===== src/rtl/mem_bus_pkg.sv =====
// rtl/mem_bus_pkg.sv - shared FSM states, error codes and default decode map
package mem_bus_pkg;

  typedef enum logic [1:0] {
    ST_IDLE   = 2'd0,
    ST_ACCESS = 2'd1,
    ST_ERROR  = 2'd2
  } state_e;

  localparam logic [1:0] ERR_NONE    = 2'b00;
  localparam logic [1:0] ERR_DECODE  = 2'b01;
  localparam logic [1:0] ERR_TIMEOUT = 2'b10;

  localparam int          DEF_NUM_SLAVES     = 4;
  localparam int          DEF_TIMEOUT_CYCLES = 1024;
  localparam logic [31:0] DEF_ERR_RDATA      = 32'hDEAD_BEEF;

  localparam logic [4*32-1:0] DEF_SLAVE_BASE =
    {32'h2000_0000, 32'h1000_0000, 32'h0001_0000, 32'h0000_0000};
  localparam logic [4*32-1:0] DEF_SLAVE_MASK =
    {32'hFFFF_FFF0, 32'hFFFF_F000, 32'hFFFF_C000, 32'hFFFF_C000};

  function automatic logic [7:0] sat_inc8(input logic [7:0] v);
    return (v == 8'hFF) ? v : v + 8'd1;
  endfunction

endpackage


===== src/rtl/mem_bus_decoder.sv =====
// rtl/mem_bus_decoder.sv - priority address decoder, lowest matching slave wins
module mem_bus_decoder
  import mem_bus_pkg::*;
#(
  parameter int                       NUM_SLAVES = DEF_NUM_SLAVES,
  parameter logic [NUM_SLAVES*32-1:0] SLAVE_BASE = DEF_SLAVE_BASE,
  parameter logic [NUM_SLAVES*32-1:0] SLAVE_MASK = DEF_SLAVE_MASK,
  parameter int                       IDX_W      = 2
) (
  input  logic [31:0]      i_addr,
  output logic             o_hit,
  output logic [IDX_W-1:0] o_idx
);

  // Scan from the top down so the lowest matching index overwrites the rest.
  always_comb begin
    o_hit = 1'b0;
    o_idx = '0;
    for (int i = NUM_SLAVES - 1; i >= 0; i--) begin
      if ((i_addr & SLAVE_MASK[i*32 +: 32]) ==
          (SLAVE_BASE[i*32 +: 32] & SLAVE_MASK[i*32 +: 32])) begin
        o_hit = 1'b1;
        o_idx = IDX_W'(i);
      end
    end
  end

endmodule


===== src/rtl/mem_bus_interconnect.sv =====
// rtl/mem_bus_interconnect.sv - one master to NUM_SLAVES memory bus router
// with decode-miss and slave-timeout error responses.
module mem_bus_interconnect
  import mem_bus_pkg::*;
#(
  parameter int                       NUM_SLAVES     = DEF_NUM_SLAVES,
  parameter logic [NUM_SLAVES*32-1:0] SLAVE_BASE     = DEF_SLAVE_BASE,
  parameter logic [NUM_SLAVES*32-1:0] SLAVE_MASK     = DEF_SLAVE_MASK,
  parameter int                       TIMEOUT_CYCLES = DEF_TIMEOUT_CYCLES,
  parameter logic [31:0]              ERR_RDATA      = DEF_ERR_RDATA
) (
  input  logic                       clk,
  input  logic                       rst_n,
  input  logic                       m_valid,
  input  logic [31:0]                m_addr,
  input  logic [31:0]                m_wdata,
  input  logic [3:0]                 m_wstrb,
  output logic                       m_ready,
  output logic [31:0]                m_rdata,
  output logic [NUM_SLAVES-1:0]      s_valid,
  output logic [31:0]                s_addr,
  output logic [31:0]                s_wdata,
  output logic [3:0]                 s_wstrb,
  input  logic [NUM_SLAVES-1:0]      s_ready,
  input  logic [NUM_SLAVES*32-1:0]   s_rdata,
  output logic                       err_pulse,
  output logic [1:0]                 err_code,
  output logic [31:0]                err_addr,
  output logic [7:0]                 err_count,
  output logic                       busy
);

  localparam int IDX_W = (NUM_SLAVES > 1) ? $clog2(NUM_SLAVES) : 1;
  localparam int CNT_W = (TIMEOUT_CYCLES > 1) ? $clog2(TIMEOUT_CYCLES) : 1;

  state_e           r_state;
  state_e           w_next;
  logic [IDX_W-1:0] r_sel;
  logic [CNT_W-1:0] r_cnt;
  logic             w_hit;
  logic [IDX_W-1:0] w_idx;
  logic             w_sel_ready;
  logic [31:0]      w_sel_rdata;
  logic             w_timeout;

  mem_bus_decoder #(
    .NUM_SLAVES (NUM_SLAVES),
    .SLAVE_BASE (SLAVE_BASE),
    .SLAVE_MASK (SLAVE_MASK),
    .IDX_W      (IDX_W)
  ) u_decoder (
    .i_addr (m_addr),
    .o_hit  (w_hit),
    .o_idx  (w_idx)
  );

  always_comb begin
    w_sel_ready = 1'b0;
    w_sel_rdata = '0;
    for (int i = 0; i < NUM_SLAVES; i++) begin
      if (r_sel == IDX_W'(i)) begin
        w_sel_ready = s_ready[i];
        w_sel_rdata = s_rdata[i*32 +: 32];
      end
    end
  end

  // A ready in the last allowed cycle wins over the timeout.
  assign w_timeout = (TIMEOUT_CYCLES != 0) && !w_sel_ready &&
                     (r_cnt == CNT_W'(TIMEOUT_CYCLES - 1));

  always_ff @(posedge clk or negedge rst_n) begin
    if (!rst_n) r_state <= ST_IDLE;
    else        r_state <= w_next;
  end

  always_comb begin
    w_next    = r_state;
    s_valid   = '0;
    m_ready   = 1'b0;
    m_rdata   = '0;
    err_pulse = 1'b0;
    busy      = (r_state != ST_IDLE);
    case (r_state)
      ST_IDLE: begin
        if (m_valid) w_next = w_hit ? ST_ACCESS : ST_ERROR;
      end
      ST_ACCESS: begin
        for (int i = 0; i < NUM_SLAVES; i++) s_valid[i] = (r_sel == IDX_W'(i));
        m_ready = w_sel_ready;
        m_rdata = w_sel_ready ? w_sel_rdata : 32'd0;
        if (w_sel_ready || !m_valid) w_next = ST_IDLE;
        else if (w_timeout)          w_next = ST_ERROR;
      end
      ST_ERROR: begin
        m_ready   = 1'b1;
        m_rdata   = ERR_RDATA;
        err_pulse = 1'b1;
        w_next    = ST_IDLE;
      end
      default: w_next = ST_IDLE;
    endcase
  end

  // Error status is logged on entry to ERROR so it is visible with the response.
  always_ff @(posedge clk or negedge rst_n) begin
    if (!rst_n) begin
      r_sel     <= '0;
      r_cnt     <= '0;
      s_addr    <= '0;
      s_wdata   <= '0;
      s_wstrb   <= '0;
      err_code  <= ERR_NONE;
      err_addr  <= '0;
      err_count <= '0;
    end else begin
      case (r_state)
        ST_IDLE: begin
          if (m_valid && w_hit) begin
            r_sel   <= w_idx;
            r_cnt   <= '0;
            s_addr  <= m_addr;
            s_wdata <= m_wdata;
            s_wstrb <= m_wstrb;
          end else if (m_valid) begin
            err_addr  <= m_addr;
            err_code  <= ERR_DECODE;
            err_count <= sat_inc8(err_count);
          end
        end
        ST_ACCESS: begin
          if (m_valid && !w_sel_ready) begin
            if (w_timeout) begin
              err_addr  <= s_addr;
              err_code  <= ERR_TIMEOUT;
              err_count <= sat_inc8(err_count);
            end else begin
              r_cnt <= r_cnt + CNT_W'(1);
            end
          end
        end
        default: ;
      endcase
    end
  end

endmodule


===== config.mk =====
export PLATFORM = sky130hd
export DESIGN_NAME = mem_bus_interconnect
export DESIGN_NICKNAME = d
export VERILOG_FILES = /design/src/rtl/mem_bus_pkg.sv /design/src/rtl/mem_bus_decoder.sv /design/src/rtl/mem_bus_interconnect.sv
export SDC_FILE = /design/constraint.sdc
export NUM_CORES = 1
export LEC_CHECK = 0
export ABC_AREA = 1
export ABC_CLOCK_PERIOD_IN_PS = 4500
export CAP_MARGIN = 10
export CORE_ASPECT_RATIO = 1.5
export CORE_UTILIZATION = 35
export CTS_BUF_LIST = sky130_fd_sc_hd__clkbuf_16
export CTS_CLUSTER_SIZE = 25
export DETAILED_ROUTE_END_ITERATION = 8
export PLACE_DENSITY = 0.73
export SETUP_SLACK_MARGIN = 0.2
export SLEW_MARGIN = 20
export SYNTH_ARGS = -nofsm -noshare
export SYNTH_HDL_FRONTEND = slang
export SYNTH_SLANG_ARGS = --single-unit
export TNS_END_PERCENT = 50

===== constraint.sdc =====
create_clock -name clk -period 4.5 [get_ports clk]
set_input_delay 0.675 -clock clk [delete_from_list [all_inputs] [get_ports clk]]
set_output_delay 0.675 -clock clk [all_outputs]
set_load 0.01 [all_outputs]

==> run metrics, run 1 <==
clk buf depth 2; Critical-path top delay cell o21ai_2; FF-to-FF Start r_state[1]; CP Buf/Inv Count 1; CP endpoint kind primary output; crit path DAT ~3.3 ns; CTS Sinks 124; drt total wl approximately 26 mm; fin. max-slew vios 0; clock share of power 0.314; Vias/cell a little under 5; post-synthesis register bit count 124; final routed DRC violation total 0; DIE HEIGHT approximately 170 um; crit path launch type flip-flop; CTS tree yes; Fillers between 1,500 and 2,000; FF-to-FF End err_addr[31]; post-CTS setup buffer count 0; Power Density 400 mW/mm2; Critical Path RT around 3.8 ns; Antenna Nets Post-Route 0; RSZ-0062 raised after global routing no; Period minus WS final 3.93 ns; commonest non-fill, non-tap cell in the layout nand2_1; Reg2Reg Depth 11; CP Cell Sequence nand2_1 -> or2_0 -> nand2_2 -> nor2_1 -> o21ai_2 -> a31oi_1 -> clkdlybuf4s50_1; Rows between 60 and 70; Synth Warn # 0; Routed WL per cell roughly 17 um; Max FO, Critical Path 24; combinational group share of total power 0.366; P_leak 0.00516 uW; Via Count roughly 7,400; Final Hold Viols 0; largest net degree at the start of global routing approximately 90; grt ovf 0; sequential share of power 0.320; Port Buffers roughly 350; clock latency on the worst-skew pair between 0.4 and 0.5 ns; Tcrit/Tclk final 0.873; Switching Share 0.330; Worst slew margin 0.262; hold buffer count at CTS 0; worst slew pin tran 1.11 ns; Initial Utilization 0.359; First-pass DRT Iterations 5; net switching power 1450 uW; max-cap check violation count 0; Die Wd between 100 and 150 um; vias in the first global route 7,304; Synth Area per Inst between 7 and 8 um2; synthesis-to-finish area growth 64.8%; post-cts sizing count 0; Final TNS setup 0 ns; Core ar. 0.0186 mm2; die footprint between 0.015 and 0.02 mm2; CTS buffer count 17; first-pass GRT wire length between 30 and 40 mm; Fmax around 250 MHz; Tot GR Track Use 0.271; Max Clock Skew 0.0102 ns; starting DRC count in detailed routing approximately 520; gpl congestion ~0.86; HP Class in -> async; FF-to-FF setup slack ~1.8 ns; CP peak stage delay between 0.8 and 0.9 ns; P_int 2950 uW; CP Class reg -> out; cells after synthesis a little over 900; Cell variety after synth 40; clock transition at the registers of the reported paths 0.06 ns; I/O pins roughly 350; Detailed Place HPWL around 20 mm; CTS HTree Levels 4; status finished clean; Setup violations, final 0; CTS root buffer clkbuf_16; VDD IR max ~0.29 mV; commonest cells after routing, fill and taps aside nand2_1 (424), clkdlybuf4s50_1 (350), dfrtp_1 (124), o21ai_0 (75), inv_1 (52); Post-Syn Area 0.00668 mm2; utilization after layout 0.591; Seq/Total Area, Yosys 0.465; share of cells above drive strength 1 0.0474; Top delay family on crit path compound AO/OA/AOI/OAI gates; Syn Nets 1,129; initial antenna violation count 12; Final #Nets roughly 1,500
-- worst reg2reg max path, delay by kind of cell (launching register included) --
| kind | cells | cell delay (ns) |
|---|---|---|
| AND/OR/NAND/NOR | 5 | 0.83 |
| adder cells (fa/ha/maj) | 1 | 0.19 |
| buffers and inverters | 4 | 1.13 |
| AO/OA/AOI/OAI | 1 | 0.10 |
| flip-flops | 1 | 0.39 |
-- final cells by class --
| cell class | count | area (um2) | share of cell area |
|---|---|---|---|
| Clock buffer | 17 | 425 | 0.0387 |
| Clock inverter | 15 | 173 | 0.0157 |
| Sequential cell | 124 | 3100 | 0.282 |
| Timing Repair Buffer | 364 | 3610 | 0.328 |
| Tap cell | 252 | 315 | 0.0287 |
| Inverter | 56 | 213 | 0.0193 |
| Antenna cell | 8 | 20.0 | 0.00182 |
| Multi-Input combinational cell | 690 | 3140 | 0.286 |
-- per-stage QoR --
stage	instance area, um2	total power (uW)	setup slack [ns]	instances	hold slack (ns)
final	11000	4400	0.573	1526	0.333
after global routing	11000	4650	0.384	1520	0.391
after CTS	11000	4450	0.572	1518	0.371
after detailed placement	10400	3050	0.686	1486	0.464
after global placement	10400	3010	0.781	1486	0.461
after floorplan	6680	2120	2.07	921	0.379
-- worst max path at each step --
stage | startpoint | to | slack, ns | depth (start not counted)
global route | r_sel[1] | m_rdata[9] | 0.38 | 7
CTS | r_sel[1] | m_rdata[9] | 0.57 | 7
detailed placement | s_ready[1] | m_rdata[9] | 0.69 | 8
global placement | s_ready[1] | m_rdata[11] | 0.78 | 8
finish | r_sel[1] | m_rdata[9] | 0.57 | 7
floorplan | r_state[1] | m_rdata[10] | 2.07 | 8
-- cell families after synthesis --
kind of cell / synth area share
AOI/OAI and AO/OA: 0.111
xor gates and xnor gates: 0.0144
adders and majority gates: 0.00937
buffers and inverters: 0.0669
DFF: 0.465
and+or+nand+nor: 0.334
-- synthesized netlist by cell type, drive strengths merged --
cell	count	area share
nand2	428	0.24
dfrtp	124	0.46
o21ai	76	0.057
inv	54	0.031
nand3	47	0.036
nor2	41	0.028
clkbuf	33	0.019
buf	18	0.016
a21oi	15	0.012
o221ai	14	0.018
a31oi	13	0.012
nand4	11	0.010
nor3	9	0.0067
xor2	8	0.010
ha	5	0.0094
a221oi	4	0.0052
or2	4	0.0037
xnor2	3	0.0039
a211oi	2	0.0022
clkinv	2	0.0011
nor3b	2	0.0022
nor4	2	0.0019
a22oi	1	0.0011
and2	1	0.00094
nand3b	1	0.0011
o211ai	1	0.0011
o22ai	1	0.00094
o31ai	1	0.0011
-- power by group through the flow --
stage	registers, uW	logic [uW]	clock network, uW
detailed placement	1430	1620	0
floorplan	1480	633	0
global placement	1420	1590	0
global route	1430	1760	1460
finish	1410	1610	1380
CTS	1410	1630	1400
-- state kept, by name, summed over array words and instances (netlist names) --
name       cells
r_state        2
r_cnt         10
err_count      8
r_sel          2
s_wdata       32
err_code       2
err_addr      32
s_wstrb        4
s_addr        32
-- per-layer routing --
metal | GRT usage | part of all wire | vias to the layer above
met5 | 0 | 0.0022 | -
met4 | 0.132 | 0.041 | 10
met3 | 0.115 | 0.11 | 63
met2 | 0.470 | 0.49 | 319
met1 | 0.279 | 0.36 | 3372
li1 | - | - | 3637
No activity file was read; power rests on OpenSTA's default activity.
==> run 2: changes to the inputs <==
CORE_AREA = 2 2 136 138   (was not set)
CORE_ASPECT_RATIO = not set   (was 1.5)
CORE_UTILIZATION = not set   (was 35)
DIE_AREA = 0 0 138 140   (was not set)
PLACE_DENSITY = 0.77   (was 0.73)
==> run 2 against run 1 <==
- non-clock buffer count is 3 lower
- flip-flop and latch count stayed put
- sequential power hardly changed
- critical path depth is 1 higher
- utilization is 2.2 points higher
- sequential share of layout area is 0.28 points higher
- die area is 1.7% lower
==> run metrics, run 2 (same netlist as run 1, synthesis figures left out) <==
Critical Path RT roughly 3.8 ns; Power Density roughly 390 mW/mm2; status finished clean; hold buffer count at CTS 0; post-CTS setup buffer count 0; RSZ-0062 raised after global routing no; clk buf depth 2; CP peak stage delay slightly above 0.8 ns; Detailed Place HPWL roughly 19 mm; Final #Nets between 1,000 and 1,500; Period minus WS final roughly 4 ns; combinational group share of total power 0.376; Tot GR Track Use 0.258; crit path launch type flip-flop; FF-to-FF setup slack 1.81 ns; Fmax approximately 250 MHz; commonest non-fill, non-tap cell in the layout nand2_1; Final Hold Viols 0; CTS buffer count 17; sequential share of power 0.332; FF-to-FF End err_addr[28]; Initial Utilization 0.376; vias in the first global route 7,159; initial antenna violation count 8; Setup violations, final 0; Worst slew margin 0.286; First-pass DRT Iterations 5; Tcrit/Tclk final 0.874; worst slew pin tran between 1 and 1.5 ns; final routed DRC violation total 0; net switching power approximately 1400 uW; CP Class reg -> out; CTS tree yes; Reg2Reg Depth 12; starting DRC count in detailed routing 457; VDD IR max approximately 0.25 mV; clock transition at the registers of the reported paths approximately 0.06 ns; CP Cell Sequence inv_2 -> nand3_1 -> nand3_1 -> nand2_2 -> nor2_1 -> o21ai_2 -> a31oi_1 -> clkdlybuf4s50_1; Port Buffers between 300 and 400; largest net degree at the start of global routing roughly 120; CTS Sinks 124; I/O pins 352; Rows 49; Post-DP Area a little over 0.01 mm2; fin. max-slew vios 0; max-cap check violation count 0; Final TNS setup 0 ns; HP Class in -> async; synthesis-to-finish area growth 63.1%; Routed WL per cell approximately 17 um; share of cells above drive strength 1 0.0428; CP endpoint kind primary output; gpl congestion between 0.9 and 1; P_leak between 0.005 and 0.006 uW; Max FO, Critical Path 24; top flop regs err_addr (32), s_addr (32), s_wdata (32); drt total wl ~25 mm; post-cts sizing count 0; clock share of power 0.292; Via Count ~7,400; CTS root buffer clkbuf_16; CTS HTree Levels 4; Switching Share 0.333; FF-to-FF Start r_sel[0]; CP Launch Point r_sel[0]; commonest cells after routing, fill and taps aside nand2_1 (424), clkdlybuf4s50_1 (350), dfrtp_1 (124), o21ai_0 (74), inv_1 (52); crit path DAT 3.26 ns; grt ovf 0; Antenna Nets Post-Route 0; die footprint roughly 0.019 mm2; utilization after layout 0.613; cell repeated most along the worst path nand3_1; Die Wd 138 um; Max Clock Skew about 0.011 ns; Critical-path top delay cell o21ai_2; Vias/cell 4.96; DIE HEIGHT 140 um; first-pass GRT wire length between 30 and 40 mm; design area roughly 0.011 mm2; Critical Path Sink m_rdata[3]; Core ar. between 0.015 and 0.02 mm2; clock latency on the worst-skew pair 0.42 ns; P_int roughly 2800 uW
## run 2: changes by cell type in the layout (fill, tap and decap cells not counted), moves of 2 or more
| cell | previous run | this run |
|---|---|---|
| buf_4 | 13 | 10 |
| clkinv_1 | 3 | 6 |
| bufinv_16 | 3 | 1 |
| clkinv_4 | 4 | 2 |
| clkinvlp_4 | 1 | 3 |
| inv_6 | 2 | 0 |
## run 2: power by group through the flow
stage / logic (uW) / clock network [uW] / registers [uW]
after CTS: 1600 / 1260 / 1400
after global placement: 1570 / 0 / 1420
final: 1590 / 1240 / 1400
after detailed placement: 1600 / 0 / 1420
after global routing: 1730 / 1310 / 1430
after floorplan: 633 / 0 / 1480
## run 2: worst min-delay path by stage
stage                         to  slack [ns]  depth (start not counted)         start
floorplan            err_addr[0]        0.38                          0         rst_n
global placement      s_wstrb[3]        0.46                          2    s_wstrb[3]
detailed placement  err_addr[17]        0.46                          2  err_addr[17]
CTS                 err_addr[15]        0.05                          1         rst_n
global route        err_addr[11]        0.06                          1         rst_n
finish              err_addr[14]        0.07                          1         rst_n
## run 2: critical path: cells and delay by family, from the launching register on
kind	cells	cell delay (ns)
AOI/OAI and AO/OA	2	0.93
and+or+nand+nor	4	0.46
DFF	1	0.72
buffers and inverters	2	0.73
## run 2: per-stage QoR
step                      std cells  setup WS [ns]  hold WS, ns  power (uW)
after floorplan                 921           2.07        0.379        2120
after global placement         1460          0.892        0.461        2990
after detailed placement       1460          0.809        0.464        3010
after CTS                      1492          0.557       0.0530        4270
after global routing           1499          0.339       0.0580        4470
final                          1499          0.569       0.0666        4230
## run 2: cell type report
cell class	instances	area [um2]
fillers	1606	6880
repair buffers	361	3600
clock inverters	15	109
diodes	7	17.5
clock buffers	17	425
well taps	229	287
flip-flops and latches	124	3100
multi-input cells	690	3140
inverters	56	213
## run 2: metal layers
metal  GRT usage  part of all wire  up-vias
li1            -                 -     3636
met1       0.311              0.40     3426
met2       0.434              0.50      326
met3      0.0680             0.074       43
met4       0.118             0.034        0
met5           0                 0        -
==> run 3: changes to the inputs <==
ABC_CLOCK_PERIOD_IN_PS = 3500   (was 4500)
CORE_AREA = not set   (was 2 2 136 138)
CORE_ASPECT_RATIO = 1.5   (was not set)
CORE_UTILIZATION = 36   (was not set)
DIE_AREA = not set   (was 0 0 138 140)
clock period = 3.5 ns   (was 4.5 ns; I/O delays follow)
==> run 3 against run 2 <==
- global-route usage grew 1.7 points
- sequential share of layout area down 0.34 points
- sequential power increased by 29%
- clock power increased by 42%
- utilization down 0.052 points
- count of clock-buffer cells in the layout stayed put
- via count up 1.4%
- combinational power increased by 33%
- worst hold slack gained 0.072 ns
- setup slack lost 0.35 ns
- critical path type unchanged
==> run metrics, run 3 (same netlist as run 1, synthesis figures left out) <==
Max Clock Skew between 0.008 and 0.009 ns; DIE HEIGHT 169 um; commonest cells after routing, fill and taps aside nand2_1 (424), clkdlybuf4s50_1 (348), dfrtp_1 (123), o21ai_0 (74), inv_1 (51); fin. max-slew vios 0; synthesis-to-finish area growth 65.2%; post-CTS setup buffer count 0; Initial Utilization 0.371; status finished clean; top flop regs err_addr (32), s_addr (32), s_wdata (32); Tot GR Track Use 0.275; FF-to-FF setup slack 0.76 ns; Power Density ~510 mW/mm2; utilization after layout 0.612; CTS Sinks roughly 120; Post-DP Area 0.0104 mm2; Rows 60; Period minus WS final around 3.3 ns; Critical Path RT 2.97 ns; Via Count approximately 7,500; drt total wl ~26 mm; Final Hold Viols 0; Core ar. roughly 0.018 mm2; I/O pins approximately 350; VDD IR max 0.328 mV; CP endpoint kind primary output; share of cells above drive strength 1 0.0551; grt ovf 0; clock latency on the worst-skew pair around 0.41 ns; CTS root buffer clkbuf_16; Setup violations, final 0; CP Class reg -> out; Final #Nets between 1,000 and 1,500; Port Buffers roughly 350; worst slew pin tran roughly 0.80 ns; Max FO, Critical Path 12; RSZ-0062 raised after global routing yes; Die Wd 113 um; initial antenna violation count 10; Detailed Place HPWL 20.0 mm; Fmax ~300 MHz; crit path launch type flip-flop; gpl congestion roughly 0.84; P_leak roughly 0.0052 uW; die footprint approximately 0.019 mm2; Final Power about 5700 uW; vias in the first global route between 7,000 and 8,000; FF-to-FF End r_cnt[7]; Antenna Nets Post-Route 0; largest net degree at the start of global routing 79; CTS HTree Levels 4; FF-to-FF Start r_state[1]; final routed DRC violation total 0; commonest non-fill, non-tap cell in the layout nand2_1; First-pass DRT Iterations 6; Routed WL per cell 17.5 um; design area approximately 0.011 mm2; first-pass GRT wire length between 30 and 40 mm; HP Class in -> async; CTS buffer count 17; Worst slew margin 0.460; starting DRC count in detailed routing approximately 500; CTS tree yes; clock transition at the registers of the reported paths 0.06 ns; crit path DAT approximately 2.8 ns; Tcrit/Tclk final 0.939; Reg2Reg Depth 10; Vias/cell 5.04; max-cap check violation count 0; clk buf depth 2
-- run 3: cell count changes in the layout (fill, tap and decap cells not counted), moves of 2 or more --
cell             change
buf_4                +5
buf_6                +2
clkdlybuf4s50_1      -2
clkinv_1             -4
dlymetal6s2s_1       +2
inv_6                +5
-- run 3: how the worst max path moves through the flow --
| stage | startpoint | to | slack [ns] | cells past startpoint |
|---|---|---|---|---|
| final | r_sel[1] | m_rdata[9] | 0.21 | 7 |
| after global routing | r_sel[1] | m_rdata[25] | 0.17 | 7 |
| after CTS | r_sel[0] | m_rdata[28] | 0.20 | 8 |
| after detailed placement | s_ready[1] | m_rdata[28] | -0.01 | 8 |
| after global placement | s_ready[1] | m_rdata[19] | 0.15 | 8 |
| after floorplan | r_state[1] | m_rdata[10] | 1.22 | 8 |
-- run 3: critical path, stage by stage, from the launching register on --
cell	delay (ns)
dfrtp_1	0.53
nand2_1	0.11
or2_0	0.22
nand2_2	0.18
nor2_4	0.08
o21ai_2	0.60
a31oi_1	0.09
clkdlybuf4s50_1	0.51
-- run 3: final cells by class --
type	count	area, um2
Fill cell	1631	6990
Clock buffer	17	425
Clock inverter	15	163
Tap cell	217	272
Timing Repair Buffer	368	3660
Inverter	56	215
Multi-Input combinational cell	691	3170
Antenna cell	7	17.5
Sequential cell	124	3100
-- run 3: through the flow --
| stage | TNS (ns) | hold slack (ns) | worst slack, ns | cells |
|---|---|---|---|---|
| after floorplan | 0 | 0.229 | 1.22 | 921 |
| after global placement | 0 | 0.460 | 0.146 | 1455 |
| after detailed placement | -0.0108 | 0.465 | -0.0108 | 1455 |
| after CTS | 0 | 0.168 | 0.197 | 1487 |
| after global routing | 0 | 0.205 | 0.175 | 1489 |
| final | 0 | 0.139 | 0.215 | 1495 |
-- run 3: report_power, final --
group | switching (uW) | internal [uW]
sequential | 144 | 1660
clock | 698 | 1060
combinational | 1080 | 1030
total | 1920 | 3750
-- run 3: layer usage --
layer  track usage  wire length [um]  vias to the layer above
li1              -                 -                     3643
met4         0.130              1070                        6
met5             0                37                        -
met1         0.288              9380                     3441
met2         0.473             12800                      379
met3         0.115              2910                       68
-- run 3: repair_timing --
item / in CTS / in global routing
gates cloned: 0 / 1
setup endpoints to repair: 24 / 32
gates resized for setup: 2 / 7
pin swaps: 0 / 1
hold buffers: 0 / 0
